<file path="config.mk">
export PLATFORM = sky130hd
export DESIGN_NAME = spi_ram_host
export DESIGN_NICKNAME = d
export VERILOG_FILES = /design/src/rtl/spi_ram_pkg.sv /design/src/rtl/spi_ram_timer.sv /design/src/rtl/spi_ram_host.sv
export SDC_FILE = /design/constraint.sdc
export NUM_CORES = 1
export LEC_CHECK = 0
export CAP_MARGIN = 10
export CORE_MARGIN = 3
export CORE_UTILIZATION = 41
export CTS_CLUSTER_DIAMETER = 100
export CTS_CLUSTER_SIZE = 25
export DETAILED_ROUTE_END_ITERATION = 16
export HOLD_SLACK_MARGIN = 0.08
export PLACE_DENSITY = 0.86
export SLEW_MARGIN = 10
export SYNTH_ARGS = -nofsm -noshare
export SYNTH_HDL_FRONTEND = slang
export SYNTH_SLANG_ARGS = --single-unit
</file>
<file path="constraint.sdc">
create_clock -name sys_clock -period 1.7 [get_ports sys_clock]
set_input_delay 0.34 -clock sys_clock [delete_from_list [all_inputs] [get_ports sys_clock]]
set_output_delay 0.34 -clock sys_clock [all_outputs]
set_load 0.01 [all_outputs]
</file>
<file path="src/rtl/spi_ram_pkg.sv">
// Shared widths, opcodes, FSM states and frame packing for the SPI RAM host.
package spi_ram_pkg;

  localparam int SPI_FRAME_W   = 18;
  localparam int SPI_PAYLOAD_W = SPI_FRAME_W - 2;
  localparam int SPI_ADDR_W    = 10;
  localparam int SPI_DATA_W    = 8;

  typedef enum logic [1:0] {
    WR_ADDR = 2'b00,
    WR_DATA = 2'b01,
    RD_ADDR = 2'b10,
    RD_DATA = 2'b11
  } spi_ram_op_e;

  typedef enum logic [2:0] {
    IDLE,
    F1_TX,
    F1_WAIT,
    GAP,
    F2_TX,
    F2_WAIT,
    RESP
  } state_e;

  function automatic logic [SPI_FRAME_W-1:0] pack_frame(input spi_ram_op_e op,
                                                        input logic [SPI_PAYLOAD_W-1:0] payload);
    return {op, payload};
  endfunction

endpackage

</file>
<file path="src/rtl/spi_ram_timer.sv">
// Loadable down-counter with zero flag; serves both the inter-frame gap and the frame timeout.
module spi_ram_timer #(
  parameter int W = 8
) (
  input  logic         sys_clock,
  input  logic         reset,
  input  logic         load,
  input  logic [W-1:0] load_value,
  output logic         zero
);

  logic [W-1:0] count;

  // NOTE: state registers use non-blocking assignment so every flop samples pre-edge values.
  always_ff @(posedge sys_clock) begin
    if (reset)
      count <= '0;
    else if (load)
      count <= load_value;
    else if (count != '0)
      count <= count - 1'b1;
  end

  assign zero = (count == '0);

endmodule

</file>
<file path="src/rtl/spi_ram_host.sv">
// Turns single-beat RAM read/write requests into two-frame SPI command sequences for spi_full_duplex.
module spi_ram_host
  import spi_ram_pkg::*;
#(
  parameter int FRAME_W        = SPI_FRAME_W,
  parameter int ADDR_W         = SPI_ADDR_W,
  parameter int DATA_W         = SPI_DATA_W,
  parameter int GAP_CYCLES     = 4,
  parameter int TIMEOUT_CYCLES = 4096
) (
  input  logic               sys_clock,
  input  logic               reset,
  input  logic               req_valid,
  output logic               req_ready,
  input  logic               req_write,
  input  logic [ADDR_W-1:0]  req_addr,
  input  logic [DATA_W-1:0]  req_wdata,
  input  logic [1:0]         cfg_spi_mode,
  input  logic [1:0]         cfg_clock_speed,
  output logic               rsp_valid,
  output logic [DATA_W-1:0]  rsp_rdata,
  output logic               rsp_error,
  output logic               busy,
  output logic               tx_enable,
  output logic [FRAME_W-1:0] data_in,
  output logic [1:0]         spi_mode,
  output logic [1:0]         clock_speed,
  input  logic [FRAME_W-1:0] master_out,
  input  logic               mrx_data_valid
);

  localparam int TMR_MAX = (TIMEOUT_CYCLES > GAP_CYCLES) ? TIMEOUT_CYCLES : GAP_CYCLES;
  localparam int TMR_W   = $clog2(TMR_MAX + 1);

  state_e             state;
  logic               write_q;
  logic [DATA_W-1:0]  wdata_q;
  logic               accept;
  logic               tmr_load;
  logic [TMR_W-1:0]   tmr_value;
  logic               tmr_zero;
  logic               unused_rx_bits;

  assign req_ready      = (state == IDLE) && !reset;
  assign accept         = req_valid && req_ready;
  assign busy           = (state != IDLE);
  assign unused_rx_bits = ^master_out[FRAME_W-1:DATA_W];

  // Loaded with N-1 so the count hits zero on the last allowed cycle of the window.
  // NOTE: every always_comb output gets a default first so no latch is inferred.
  always_comb begin
    tmr_load  = 1'b0;
    tmr_value = TMR_W'(TIMEOUT_CYCLES - 1);
    if (state == IDLE && accept) begin
      tmr_load = 1'b1;
    end else if (state == F1_WAIT && mrx_data_valid) begin
      tmr_load  = 1'b1;
      tmr_value = TMR_W'(GAP_CYCLES - 1);
    end else if (state == GAP && tmr_zero) begin
      tmr_load = 1'b1;
    end
  end

  spi_ram_timer #(.W(TMR_W)) u_timer (
    .sys_clock  (sys_clock),
    .reset      (reset),
    .load       (tmr_load),
    .load_value (tmr_value),
    .zero       (tmr_zero)
  );

  always_ff @(posedge sys_clock) begin
    if (reset) begin
      state       <= IDLE;
      write_q     <= 1'b0;
      wdata_q     <= '0;
      tx_enable   <= 1'b0;
      data_in     <= '0;
      spi_mode    <= '0;
      clock_speed <= '0;
      rsp_valid   <= 1'b0;
      rsp_rdata   <= '0;
      rsp_error   <= 1'b0;
    end else begin
      tx_enable <= 1'b0;
      rsp_valid <= 1'b0;
      case (state)
        IDLE: if (accept) begin
          write_q     <= req_write;
          wdata_q     <= req_wdata;
          spi_mode    <= cfg_spi_mode;
          clock_speed <= cfg_clock_speed;
          data_in     <= pack_frame(req_write ? WR_ADDR : RD_ADDR, SPI_PAYLOAD_W'(req_addr));
          tx_enable   <= 1'b1;
          state       <= F1_TX;
        end
        F1_TX: state <= F1_WAIT;
        F1_WAIT: begin
          // A response arriving on the expiry cycle still counts as success.
          if (mrx_data_valid) begin
            state <= GAP;
          end else if (tmr_zero) begin
            rsp_valid <= 1'b1;
            rsp_error <= 1'b1;
            rsp_rdata <= '0;
            state     <= RESP;
          end
        end
        GAP: if (tmr_zero) begin
          data_in   <= write_q ? pack_frame(WR_DATA, SPI_PAYLOAD_W'(wdata_q))
                               : pack_frame(RD_DATA, '0);
          tx_enable <= 1'b1;
          state     <= F2_TX;
        end
        F2_TX: state <= F2_WAIT;
        F2_WAIT: begin
          if (mrx_data_valid) begin
            rsp_valid <= 1'b1;
            rsp_error <= 1'b0;
            rsp_rdata <= write_q ? '0 : master_out[DATA_W-1:0];
            state     <= RESP;
          end else if (tmr_zero) begin
            rsp_valid <= 1'b1;
            rsp_error <= 1'b1;
            rsp_rdata <= '0;
            state     <= RESP;
          end
        end
        RESP:    state <= IDLE;
        default: state <= IDLE;
      endcase
    end
  end

endmodule

</file>
After elaboration in Yosys (flattened, before gate mapping)
Cells that the tools add are included.
{"block": "totals", "romBits": 0, "memories": 0, "latchBits": 0, "register_bits": 58, "in_bits": 45, "ram_bits": 0}
{"block": "classes", "bitwise": 0, "n_mux": 33, "multipliers": 0, "magnitude_cmp": 0, "reduce_logical": 17, "eq_ne": 8, "div": 0, "addsub": 1, "shifts": 0}
{"operator": "$mux 18", "count": 3}
{"operator": "$pmux 18 s2", "count": 1}
{"operator": "$mux 8", "count": 4}
{"operator": "$mux 13", "count": 2}
{"operator": "$mux 12", "count": 2}
{"operator": "$pmux 3 s6", "count": 1}
{"operator": "$pmux 8 s2", "count": 1}
{"operator": "$mux 3", "count": 5}
{"operator": "$logic_not 13->1", "count": 1}
{"operator": "$reduce_bool 13->1", "count": 1}
{"operator": "$sub 13x1->13 const B", "count": 1}
{"operator": "$mux 1", "count": 10}
{"operator": "$eq 3x2->1 const B", "count": 2}
{"operator": "$eq 3x3->1 const B", "count": 2}
{"operator": "$ne 2x2->1 const B", "count": 3}
{"operator": "$pmux 1 s2", "count": 3}
{"operator": "$reduce_and 2->1", "count": 3}
{"operator": "$reduce_bool 2->1", "count": 3}
{"operator": "$logic_and 1x1->1", "count": 5}
{"operator": "$eq 3x1->1 const B", "count": 1}
{"operator": "$logic_not 3->1", "count": 1}
{"operator": "$reduce_and 3->1", "count": 1}
{"operator": "$reduce_bool 3->1", "count": 1}
{"operator": "$mux 2", "count": 1}
{"operator": "$logic_not 1->1", "count": 1}

Longest topological paths before layout
{"block": "logic_depth", "ltp_word": 6, "depth_mapped": 9, "mapped_depth_nobuf": 7}

Modules after synthesis
From an unflattened synthesis, not the netlist that was laid out.
{"block": "hier_totals", "cells_unflattened": 283, "hier_area_um2": 2521.2}
{"module": "spi_ram_host", "seq_area_each_um2": 780.7, "n_inst": 1, "area_each_um2": 1757.9, "cells_per_inst": 193}
{"module": "spi_ram_timer", "seq_area_each_um2": 260.2, "n_inst": 1, "area_each_um2": 763.2, "cells_per_inst": 90}

Worst setup path after synthesis
Ideal clock, no wire load.
{"block": "synth_path", "path_type": "reg2reg", "startpoint": "reg u_timer.count[0]", "endpoint": "reg data_in[2]", "path_stages_with_launch": 10, "required_ps": 1567, "setup_slack_ps": -149, "arrival_time_ps": 1716, "setup_time_ps": 133, "cell_sequence": "dfxtp_1 > inv_1 > ha_1 > nor3b_2 > and4b_1 > buf_6 > a21oi_2 > buf_6 > a211oi_2 > nor3_1"}
{"block": "synth_via", "elab_chain_cells": 3}
{"element": "from (decl)", "line_no": "spi_ram_timer.sv:12", "rtl": "logic [W-1:0] count;"}
{"element": "from (signal assigned)", "line_no": "spi_ram_timer.sv:19", "rtl": "count <= load_value;"}
{"element": "from (signal assigned)", "line_no": "spi_ram_timer.sv:21", "rtl": "count <= count - 1'b1;"}
{"element": "$logic_not 13->1", "line_no": "spi_ram_timer.sv:24", "rtl": "assign zero = (count == '0);"}
{"element": "$ne 2x2->1 (no source line)"}
{"element": "$reduce_and 3->1 (no source line)"}
{"element": "to (signal assigned)", "line_no": "spi_ram_host.sv:93", "rtl": "data_in <= pack_frame(req_write ? WR_ADDR : RD_ADDR, SPI_PAYLOAD_W'(req_addr));"}
{"element": "to (signal assigned)", "line_no": "spi_ram_host.sv:110", "rtl": "data_in <= write_q ? pack_frame(WR_DATA, SPI_PAYLOAD_W'(wdata_q))"}
{"element": "to (decl)", "line_no": "spi_ram_host.sv:25", "rtl": "output logic [FRAME_W-1:0] data_in,"}
Every way passes these cells.
A chain may end at the register's enable or synchronous reset.

Worst setup path after layout
{"block": "layout_path", "startpoint": "reg u_timer.count[1]", "endpoint": "reg data_in[2]"}
The elaborated chain is that of the path after synthesis.

==> metrics <==
status finished with violations; failing checks negative setup slack; via/cell ratio 5.40; final setup fails 28; Reg power frac 30.9%; CTS root buf clkbuf_8; hold path start wdata_q[5]; fin. max-slew vios 0; post-route ant nets 0; # fillers around 390; count leader, synth dfxtp_1; P&R area growth vs syn 65.2%; dpl hpwl 5.04 mm; clock sinks 52; Pre-antenna DRT Iters 4; Congestion Overflow GR 0; Die Area 6910 um2; GR Util met2 39.3%; final hold violations 0; Post-DP Area 3430 um2; clock latency on the worst-skew pair 0.33 ns; critical path class flip-flop to flip-flop; DR iter-0 viols 227; Inserted Clock Buffers 5; CTS Buffer Depth 2; ranking of synthesized cells by area dfxtp_1 (43%), nand2_1 (7.4%), a21oi_1 (4.5%); Worst-path clk slew 0.11 ns; GR met1 Demand/Resource between 20% and 30%; Hold Path Sink wdata_q[5]; Worst Setup End Kind flip-flop; sequential area share after synthesis 42.7%; top_reg_cell synth dfxtp_1; unrepaired setup endpoints after global routing true; Vias 2629; NetSw 2.08 mW; r2r setup slk -0.22 ns; Yosys top cell by area dfxtp_1; CP required 1.92 ns; Worst slew margin 65.3%; period utilisation layout 113%; Post-Route WL 8.26 mm; CTS tree done; chip width 83.1 um; IO Pins 80; VDD IR-drop max 0.000705 V; Die Ht around 83 um; ys async rst share 0%; Cell Area, Synth approximately 2400 um2; Sw Ratio 38.7%; RR Startpoint u_timer.count[1]; Synth top area share 42.7%; met3 Usage GRT 4.96%; Post-Route Utilization between 70% and 80%; DR DRC count 0; share of cells above drive strength 1 a little over a third; critical path startpoint category flip-flop; H-tree depth 2; PD cells 1330 nW/um2; combinational share of power 54.7%; LEAKAGE 1.66 nW; R2R depth 9; Initial Util 43.2%; critical-path cell with the highest stage delay dfxtp_2; GR peak layer met2; Clock Power Share between 10% and 20%; EDFF count, synth 0; fmax roughly 520 MHz; number of antenna diodes 0; Port Buffers 63; number of global-route vias before repair approximately 2700; first-pass GRT wire length 12.7 mm; pin slew with the least headroom to its limit 0.520 ns; largest net degree at the start of global routing 19; FP Rows 27; # Max-Cap Violations 0; post-route setup slack -0.224 ns; GRT Overall Usage between 20% and 30%; r2r endpoint data_in[2]; Synth cell types 48; CP Max Fanout 8; Tmin final 1.92 ns; Hold Path Class flip-flop to flip-flop; Mapped Cells 297; Final Cell Area 4030 um2; Synth top cells by count dfxtp_1 (52), nand2_1 (48), a21oi_1 (22); initial antenna violation count 0; internal power 3.29 mW; Placeable Area between 5000 and 6000 um2; cells along the critical path inv_2 -> ha_4 -> nor3b_4 -> and4b_1 -> buf_6 -> a21oi_4 -> buf_12 -> a211oi_2 -> nor3_1; worst hold stages 2; nets 460; mean post-synth cell area 8.21 um2; routed len/inst 17.0 um; arrival time at the worst endpoint approximately 2.2 ns; placer congestion estimate approximately 0.86; Fin Clk Skew 0.00959 ns; Placement Setup Slack -0.386 ns; largest stage delay on the critical path 0.36 ns; synthesis-stage register bit count 52; Warnings, synthesis 0
sequential cells by signal, indices dropped and copies added (netlist names):
signal	count
clock_speed	2
data_in	12
rsp_error	1
rsp_rdata	8
rsp_valid	1
spi_mode	2
state	3
tx_enable	1
u_timer.count	13
wdata_q	8
write_q	1
cells by family after synthesis:
logic type	synth area share (%)
adders and majority gates	0.513
other	0.154
DFF	42.7
xor gates and xnor gates	2.52
muxes	0.462
buffers and inverters	6.52
AOI/OAI and AO/OA	18.4
and+or+nand+nor	28.7
worst max-delay path by stage:
stage / start / to / cells past startpoint / slack, ns
4_1_cts: u_timer.count[7] / u_timer.count[11] / 6 / -0.07
6_report: u_timer.count[1] / data_in[2] / 9 / -0.22
2_1_floorplan: u_timer.count[1] / data_in[8] / 8 / -0.03
5_1_grt: u_timer.count[1] / data_in[2] / 9 / -0.32
3_3_place_gp: reset / u_timer.count[7] / 7 / -0.28
3_5_place_dp: reset / u_timer.count[7] / 7 / -0.39
cells in the final DEF, fill, tap and decap left out, types with 3 or more instances in the layout:
master and count:
clkdlybuf4s50_1 61, conb_1 6, nand2_2 4, a32o_1 3
dfxtp_1 45, dfxtp_2 7, xor2_1 3, nor3_2 3
a21oi_1 14, nand2_1 42, nor2b_1 10, o21ai_2 8
o21ai_0 10, and3_1 9, nor2_2 4, clkbuf_8 5
a211oi_2 8, buf_4 49, nor3_1 8, nand3_1 15
nor2_1 16, inv_1 3, nor3b_2 3, a21oi_2 8
xnor2_1 4, buf_6 14
power groups by stage:
| stage | clock network [mW] | registers (mW) | logic [mW] |
|---|---|---|---|
| detailed placement | 0 | 1.65 | 2.13 |
| global placement | 0 | 1.63 | 2.04 |
| floorplan | 0 | 1.66 | 1.16 |
| CTS | 0.782 | 1.65 | 2.37 |
| global route | 0.823 | 1.68 | 3.13 |
| finish | 0.776 | 1.66 | 2.94 |
critical path: cells and delay by family, from the launching register on:
kind                     cells  cell delay [ns]
AO/OA/AOI/OAI                2             0.28
adder cells (fa/ha/maj)      1             0.15
buffers and inverters        3             0.39
flip-flops                   1             0.36
AND/OR/NAND/NOR              3             0.63
metrics by stage:
| step | setup TNS (ns) | std cells | power (mW) | hold WS [ns] |
|---|---|---|---|---|
| 2_1_floorplan | -0.0591 | 302 | 2.82 | 0.430 |
| 6_report | -3.13 | 487 | 5.37 | 0.456 |
| 4_1_cts | -0.674 | 477 | 4.80 | 0.460 |
| 3_5_place_dp | -12.19 | 459 | 3.77 | 0.445 |
| 3_3_place_gp | -9.31 | 459 | 3.67 | 0.438 |
| 5_1_grt | -5.41 | 487 | 5.64 | 0.477 |
per-layer routing:
| layer | wire [um] | vias up |
|---|---|---|
| met5 | 0 | - |
| met4 | 215 | 0 |
| met3 | 412 | 19 |
| met2 | 4280 | 94 |
| met1 | 3350 | 1255 |
| li1 | - | 1261 |
final cells by class:
| cell class | count | area (um2) | area share [%] |
|---|---|---|---|
| Sequential cell | 52 | 1050 | 26.1 |
| Multi-Input combinational cell | 220 | 1560 | 38.6 |
| Inverter | 6 | 26.3 | 0.652 |
| Timing Repair Buffer | 129 | 1210 | 30.1 |
| Clock buffer | 5 | 68.8 | 1.71 |
| Clock inverter | 3 | 25.0 | 0.621 |
| Tap cell | 72 | 90.1 | 2.24 |
timing repair:
item,4_1_cts,5_1_grt
setup buffers,9,10
endpoints found under the setup margin,35,50
gates resized for setup,29,66
pin swaps,12,26
hold buffers,0,0
cloned,1,1
(Power assumes the default switching activity.)
